<file path="config.mk">
export PLATFORM = sky130hd
export DESIGN_NAME = jt89_noise_gen
export DESIGN_NICKNAME = d
export VERILOG_FILES = /design/src/rtl/jt89_pkg.sv /design/src/rtl/jt89_noise_gen_lfsr_core.sv /design/src/rtl/jt89_noise_gen.sv
export SDC_FILE = /design/constraint.sdc
export NUM_CORES = 1
export LEC_CHECK = 0
export ABC_AREA = 1
export CORE_MARGIN = 5
export CORE_UTILIZATION = 40
export CTS_CLUSTER_DIAMETER = 50
export DETAILED_ROUTE_END_ITERATION = 12
export PLACE_DENSITY = 0.58
export SYNTH_ARGS = -nofsm -noshare
export SYNTH_HDL_FRONTEND = slang
export SYNTH_HIERARCHICAL = 1
export SYNTH_SLANG_ARGS = --single-unit
</file>
<file path="constraint.sdc">
create_clock -name clk -period 2.5 [get_ports clk]
set_input_delay 0.375 -clock clk [delete_from_list [all_inputs] [get_ports clk]]
set_output_delay 0.375 -clock clk [all_outputs]
set_load 0.05 [all_outputs]
</file>
<file path="src/rtl/jt89_pkg.sv">
`default_nettype none
// +----------------------------------------------------------------------+
// | jt89_pkg                                                             |
// | Shared rate encodings, base periods, amplitude table and LFSR seed   |
// | helper for the PSG noise channel.                                    |
// | Revision: 1.0                                                        |
// +----------------------------------------------------------------------+
package jt89_pkg;

    localparam int CNT_W      = 11;
    localparam int LFSR_MAX_W = 24;

    typedef enum logic [1:0] {
        RATE_32  = 2'd0,
        RATE_64  = 2'd1,
        RATE_128 = 2'd2,
        RATE_T2  = 2'd3
    } rate_e;

    localparam logic [CNT_W-1:0] BASE_PERIOD_32  = 11'd32;
    localparam logic [CNT_W-1:0] BASE_PERIOD_64  = 11'd64;
    localparam logic [CNT_W-1:0] BASE_PERIOD_128 = 11'd128;
    localparam logic [CNT_W-1:0] T2_MIN_PERIOD   = 11'd2;

    // 2 dB per attenuation step, last entry is mute
    localparam logic [8:0] AMP [16] = '{
        9'd511, 9'd406, 9'd322, 9'd256, 9'd203, 9'd161, 9'd128, 9'd102,
        9'd81,  9'd64,  9'd51,  9'd40,  9'd32,  9'd26,  9'd20,  9'd0
    };

    function automatic logic [LFSR_MAX_W-1:0] lfsr_seed(input int w);
        return LFSR_MAX_W'(1) << (w - 1);
    endfunction

    function automatic logic [CNT_W-1:0] jt89_reload(input logic [1:0] rate,
                                                     input logic [9:0] tone2);
        logic [CNT_W-1:0] r;
        case (rate_e'(rate))
            RATE_32:  r = BASE_PERIOD_32;
            RATE_64:  r = BASE_PERIOD_64;
            RATE_128: r = BASE_PERIOD_128;
            default:  r = (tone2 == 10'd0) ? T2_MIN_PERIOD : {tone2, 1'b0};
        endcase
        return r;
    endfunction

endpackage
`default_nettype wire

</file>
<file path="src/rtl/jt89_noise_gen_lfsr_core.sv">
`default_nettype none
// +----------------------------------------------------------------------+
// | jt89_lfsr_core                                                       |
// | Noise shift register with white/periodic feedback and zero guard.   |
// | Revision: 1.0                                                        |
// +----------------------------------------------------------------------+
module jt89_lfsr_core
    import jt89_pkg::*;
#(
    parameter int LFSR_W = 16,
    parameter int TAP_A  = 0,
    parameter int TAP_B  = 3
) (
    input  logic              clk,
    input  logic              rst,
    input  logic              step,
    input  logic              seed,
    input  logic              white,
    output logic [LFSR_W-1:0] shift
);

    localparam logic [LFSR_MAX_W-1:0] C_SEED_FULL = lfsr_seed(LFSR_W);
    localparam logic [LFSR_W-1:0]     C_SEED      = C_SEED_FULL[LFSR_W-1:0];

    logic [LFSR_W-1:0] r_shift;
    logic              w_fb;
    logic [LFSR_W-1:0] w_next;

    assign w_fb = white ? (r_shift[TAP_A] ^ r_shift[TAP_B]) : r_shift[0];

    // An all-zero register would never recover, so it is reseeded instead
    assign w_next = (r_shift == '0) ? C_SEED : {w_fb, r_shift[LFSR_W-1:1]};

    always_ff @(posedge clk) begin
        if (rst) begin
            r_shift <= C_SEED;
        end else if (seed) begin
            r_shift <= C_SEED;
        end else if (step) begin
            r_shift <= w_next;
        end
    end

    assign shift = r_shift;

endmodule
`default_nettype wire

</file>
<file path="src/rtl/jt89_noise_gen.sv">
`default_nettype none
// +----------------------------------------------------------------------+
// | jt89_noise_gen                                                       |
// | PSG noise channel: rate counter, channel-2 sync, LFSR and amplitude. |
// | Revision: 1.0                                                        |
// +----------------------------------------------------------------------+
module jt89_noise_gen
    import jt89_pkg::*;
#(
    parameter int LFSR_W  = 16,
    parameter int TAP_A   = 0,
    parameter int TAP_B   = 3,
    parameter int T2_SYNC = 0,
    parameter int OUT_W   = 9
) (
    input  logic             clk,
    input  logic             rst,
    input  logic             clk_en,
    input  logic             wr,
    input  logic [2:0]       ctrl_in,
    input  logic [3:0]       vol,
    input  logic [9:0]       tone2,
    input  logic             tone2_out,
    output logic [OUT_W-1:0] snd,
    output logic             noise_bit,
    output logic             shift_stb
);

    localparam int C_AMP_SH = OUT_W - 9;

    logic [2:0]       r_ctrl;
    logic [CNT_W-1:0] r_cnt;
    logic             r_t2_prev;
    logic [OUT_W-1:0] r_snd;
    logic             r_noise_bit;
    logic             r_shift_stb;

    logic [LFSR_W-1:0] w_shift;
    logic              w_t2_mode;
    logic              w_expire;
    logic              w_t2_edge;
    logic              w_step;
    logic [OUT_W-1:0]  w_amp;

    // In synced rate 3 the counter is idle and tone-2 edges clock the LFSR
    assign w_t2_mode = (T2_SYNC != 0) && (r_ctrl[1:0] == RATE_T2);
    assign w_expire  = clk_en && !w_t2_mode && (r_cnt == CNT_W'(1));
    assign w_t2_edge = clk_en && w_t2_mode && tone2_out && !r_t2_prev;
    assign w_step    = (w_expire || w_t2_edge) && !wr;
    assign w_amp     = OUT_W'(AMP[vol]) << C_AMP_SH;

    jt89_lfsr_core #(
        .LFSR_W (LFSR_W),
        .TAP_A  (TAP_A),
        .TAP_B  (TAP_B)
    ) u_core (
        .clk   (clk),
        .rst   (rst),
        .step  (w_step),
        .seed  (wr),
        .white (r_ctrl[2]),
        .shift (w_shift)
    );

    always_ff @(posedge clk) begin
        if (rst) begin
            r_ctrl      <= 3'b100;
            r_cnt       <= BASE_PERIOD_32;
            r_t2_prev   <= 1'b0;
            r_snd       <= '0;
            r_noise_bit <= 1'b0;
            r_shift_stb <= 1'b0;
        end else begin
            r_shift_stb <= w_step;

            if (wr) begin
                r_ctrl <= ctrl_in;
                r_cnt  <= jt89_reload(ctrl_in[1:0], tone2);
            end else if (clk_en && !w_t2_mode) begin
                // tone2 is only looked at here, so mid-count edits wait for reload
                r_cnt <= (r_cnt == CNT_W'(1)) ? jt89_reload(r_ctrl[1:0], tone2)
                                              : r_cnt - CNT_W'(1);
            end

            if (clk_en && w_t2_mode) begin
                r_t2_prev <= tone2_out;
            end

            if (clk_en) begin
                r_noise_bit <= w_shift[0];
                r_snd       <= w_shift[0] ? w_amp : '0;
            end
        end
    end

    assign snd       = r_snd;
    assign noise_bit = r_noise_bit;
    assign shift_stb = r_shift_stb;

endmodule
`default_nettype wire
</file>
Yosys cells after proc, flatten, opt, wreduce, memory -nomap -nowiden
Memories as Yosys holds them, arrays and structs flattened.
Index checks and enable logic that the tools add are counted.
{"block": "op_classes", "n_addsub": 1, "n_mux": 11, "bitwise_logic": 2, "n_reduce_logical": 9, "order_cmp": 1, "n_eq_ne": 5}
{"operator": "$pmux 11 s3", "count": 2}
{"operator": "$mux 11", "count": 4}
{"operator": "$mux 9", "count": 3}
{"operator": "$logic_not 16->1", "count": 1}
{"operator": "$mux 16", "count": 1}
{"operator": "$eq 11x1->1 const B", "count": 1}
{"operator": "$sub 11x1->11 const B", "count": 1}
{"operator": "$logic_not 10->1", "count": 1}
{"operator": "$ge 5x5->1 const B", "count": 1}
{"operator": "$not 4->5", "count": 1}
{"operator": "$eq 2x1->1 const B", "count": 2}
{"operator": "$eq 2x2->1 const B", "count": 2}
{"operator": "$logic_not 2->1", "count": 2}
{"operator": "$logic_and 1x1->1", "count": 2}
{"operator": "$reduce_bool 2->1", "count": 1}
{"operator": "$reduce_or 2->1", "count": 1}
{"operator": "$logic_not 1->1", "count": 1}
{"operator": "$mux 1", "count": 1}
{"operator": "$xor 1x1->1", "count": 1}
{"block": "totals", "n_memories": 1, "rom_bits": 144, "out_inout_bits": 11, "register_bits": 41}
{"name": "(name not given)", "depth": 16, "width": 9, "read_ports": 1, "rd_clocked_by_memory_dff": 0, "write_ports": 0, "line": "jt89_noise_gen.sv:50", "text": "assign w_amp = OUT_W'(AMP[vol]) << C_AMP_SH;"}

Longest topological paths before layout
{"block": "depth", "word_depth": 6, "ltp_mapped": 11}

Cells and area by module
The synthesis kept the hierarchy.
{"module": "jt89_noise_gen", "cells_each": 266, "seq_area_each_um2": 500.5, "area_each_um2": 1710.4, "instances": 1}
{"module": "jt89_lfsr_core", "cells_each": 81, "seq_area_each_um2": 320.3, "area_each_um2": 674.4, "instances": 1}

Least setup slack after synthesis
No wires, ideal clock.
{"block": "synth_timing", "path_type": "reg2reg", "start": "register r_cnt[1]", "end": "register u_core.r_shift[15], in the netlist u_core/shift[15]", "stages_incl_launch_ff": 11, "setup_slack_ns": 0.666, "path_buffers": 1, "arrival_ns": 1.720, "path_cell_list": "dfxtp_1 inv_1 ha_1 nand2_1 nor2_2 nand2_2 nor3_1 inv_2 buf_8 a21oi_2 nand2_1"}
{"block": "synth_via", "elab_chain_cells": 3}
{"element": "start: declaration", "line": "jt89_noise_gen.sv:32", "text": "logic [CNT_W-1:0] r_cnt;"}
{"element": "start signal: assignment", "line": "jt89_noise_gen.sv:78", "text": "r_cnt <= jt89_reload(ctrl_in[1:0], tone2);"}
{"element": "start signal: assignment", "line": "jt89_noise_gen.sv:81", "text": "r_cnt <= (r_cnt == CNT_W'(1)) ? jt89_reload(r_ctrl[1:0], tone2)"}
{"element": "$eq 11x1->1", "line": "jt89_noise_gen.sv:47", "text": "assign w_expire = clk_en && !w_t2_mode && (r_cnt == CNT_W'(1));"}
{"element": "$logic_and 1x1->1", "line": "jt89_noise_gen.sv:47"}
{"element": "$logic_and 1x1->1", "line": "jt89_noise_gen.sv:49", "text": "assign w_step = (w_expire || w_t2_edge) && !wr;"}
{"element": "via w_step", "line": "jt89_noise_gen.sv:42", "text": "logic w_step;"}
{"element": "end signal: assignment", "line": "jt89_noise_gen_lfsr_core.sv:40", "text": "r_shift <= w_next;"}
{"element": "end: declaration", "line": "jt89_noise_gen_lfsr_core.sv:25", "text": "logic [LFSR_W-1:0] r_shift;"}
The timed path passes the listed nets, and every way through them passes these cells.
A chain may end at the register's enable or synchronous reset.

Worst setup path in the final report
{"block": "layout_timing", "start": "input wr", "end": "register r_cnt[1]"}
{"block": "layout_via", "elab_chain_cells": 1, "elab_cells_between_ends": 2, "classes_between": "mux: 1; reduce/logical: 1"}
{"element": "start: declaration", "line": "jt89_noise_gen.sv:19", "text": "input logic wr,"}
{"element": "$mux 11 or $reduce_bool 2->1 (tied branches)"}
Several ways; a longest one is shown, not always the timed one.

==> results.toml <==
[yosys]
synth_top_cell_by_area = "dfxtp_1"
synth_area_per_cell_um2 = 6.87
ys_top_cells_by_area = "dfxtp_1 (34%), nand2_1 (13%), a21oi_1 (7.1%)"
ys_seq_area_share_pct = 34.4
yosysTopAreaCellShare_pct = 34.4
syn_nets = 377
ys_warn_count = 6
yosys.cell_types.count = 32
synth_seq_cells = 41
async_reset_ff_share_pct = 0
synth_flop_cell = "dfxtp_1"
syn_area_um2 = 2380
synth_edf_count = 0
yosysMostFrequentCell = "nand2_1"
synth_common_cells = "nand2_1 (82), inv_1 (43), dfxtp_1 (41)"
syn_inst = 347

[worst_setup_path]
cp_common_cell = "nand2_1"
cpLargestDelayFamily = "buffers and inverters"
rrSetupSlack_ps = 730
rr_endpoint = "u_core/shift[2]$_SDFFE_PP0P_"
end_kind = "flop"
r2r_start = "r_cnt[1]$_SDFFE_PP0P_"
worstPathCellList = "clkdlybuf4s50_1, nand2_1, nor2_1, inv_1, nand2_2, nand2_1, a21oi_2"
reg2reg_depth = 9
max_stage_delay_ps = 830
path_class = "input pin to flop"
crit_required_ps = 2730
cp_slowest_cell = "clkdlybuf4s50_1"
cp.arrival_ps = 2080
start_kind = "input pin"
worst-path-buf-inv = 2
crit_fanout = 10

[power]
power_density_nw_per_um2 = 510
leakage_nw = 1.21
ir_drop_mv = 0.240

[floorplan]
die_w_um = 87.2
dieArea_um2 = 7610
core_um2 = 5850
rows = 28
start_util_pct = 40.8
die_h_um = 87.2
io_pins = 33

[timing]
setup_viol = 0
finalMaxSlewViolations = 0
setup_tns_ps = 0
worst_slew_pin_slew_ps = 572
rsz0062_at_grt = "no"
fmax_mhz = 543
fin_skew_ps = 8.16
slew_headroom_pct = 61.7
hold_viol_final = 0
period_needed_ps = 1840
period_share_pct = 73.7
whs_ps = 473

[global_routing]
track_usage_pct = 16.2
antenna_found_initial = 0
grt_pass1_wl_um = 9740
grt-ovfl-total = 0
grt_pass1_vias = 2150
grt_max_degree = 17

[place]
dp_hpwl_um = 4260
portBuffers = 31
place_congestion = 0.909

[clock_tree]
cts.sinks = 41
cts-hold-fix-buffers = 0
numCtsBuffers = 5
cts_resized = 0
cts_setup_buffers = 0
cts_tree = "yes"
clockBufferDepth = 2
root_buffer = "clkbuf_8"
clk_latency_ps = 290
clkTransAtPathRegs_ps = 80
htreeDepth = 2

[finish]
drive_above_1_share_pct = 12.1
fin_nets = 411
antenna_cells = 0
multiInputGateArea_um2 = 1330
area_delta_synth_final_pct = 20.3
regArea_um2 = 821
fillers = 607

[min_path]
hp-class = "flop to flop"
hold_end = "r_ctrl[2]$_SDFFE_PP1P_"
hp-start = "r_ctrl[2]$_SDFFE_PP1P_"
hold_depth = 2

[job]
maxCapViolCount = 0

[routing]
drt-initial-drc-count = 50
num_vias = 2233
avgRoutedWirePerCell_um = 12.6
drc = 0
drt-pass1-iter-count = 4
viasPerCell = 4.90
ant_nets = 0
wl_um = 5750

[run_status]
outcome = "complete, no violations"
==> per-stage QoR <==
| stage | utilization (%) | worst slack, ps | instances | area (um2) | total power, mW |
|---|---|---|---|---|---|
| detailed placement | 47.3 | 333 | 449 | 2770 | 0.955 |
| CTS | 49.0 | 650 | 456 | 2870 | 1.48 |
| floorplan | - | 666 | 347 | 2380 | 0.868 |
| global placement | 47.3 | 352 | 449 | 2770 | 0.953 |
| global route | 49.0 | 493 | 456 | 2870 | 1.55 |
| finish | 49.0 | 657 | 456 | 2870 | 1.46 |
==> area by class of cell <==
| type | count | area share [%] |
|---|---|---|
| Sequential cell | 41 | 28.6 |
| Inverter | 49 | 6.41 |
| Clock inverter | 2 | 1.22 |
| Tap cell | 75 | 3.27 |
| Timing Repair Buffer | 35 | 11.9 |
| Clock buffer | 5 | 2.40 |
| Multi-Input combinational cell | 249 | 46.2 |
==> worst register-to-register path, stage by stage (launching register included) <==
cell	delay (ps)
dfxtp_1	320
inv_1	90
ha_1	170
nand2_1	70
nor2_2	170
nand2_2	120
nor3_1	250
buf_4	270
o21ai_0	110
a21oi_1	140
==> cell families after synthesis <==
kind of cell | after synthesis | share of synthesized area [%]
AOI/OAI and AO/OA | 81 | 20.6
adders and majority gates | 8 | 4.20
and+or+nand+nor | 159 | 30.5
DFF | 41 | 34.4
buffers and inverters | 57 | 9.97
xor gates and xnor gates | 1 | 0.367
==> power by group <==
group | internal [mW] | switching [mW]
sequential | 0.671 | 0.0199
clock | 0.290 | 0.232
combinational | 0.0957 | 0.153
total | 1.06 | 0.405
==> layout by cell type, fill, tap and decap left out, drive strengths merged, types with 4 or more instances in the layout <==
cell,n
buf,4
o21ai,28
clkdlybuf4s50,31
inv,49
nand2,87
dfxtp,41
clkbuf,5
a21oi,37
ha,8
nand3,18
nor2,47
a211oi,7
==> worst max-delay path by stage <==
stage	start	endpoint	cells after the start
finish	wr	r_cnt[1]$_SDFFE_PP0P_	7
global route	wr	r_cnt[9]$_SDFFE_PP0P_	9
CTS	wr	r_cnt[4]$_SDFFE_PP0P_	6
detailed placement	wr	r_cnt[4]$_SDFFE_PP0P_	6
global placement	wr	r_cnt[1]$_SDFFE_PP0P_	7
floorplan	r_cnt[1]$_SDFFE_PP0P_	u_core/shift[15]$_SDFFE_PP1P_	10
==> metal layers <==
layer / vias up / global-route usage [%] / routed length [um]
met5: - / 0 / 0
met4: 0 / 5.44 / 29
met3: 2 / 3.69 / 216
met2: 42 / 27.1 / 2750
met1: 1002 / 20.5 / 2750
li1: 1187 / - / -
==> flip-flops by register name, indices dropped and copies added (netlist names) <==
name and flops:
shift_stb 1, snd 9, r_ctrl 3, noise_bit 1, u_core/shift 16, r_cnt 11
No activity file was read; power rests on OpenSTA's default activity.
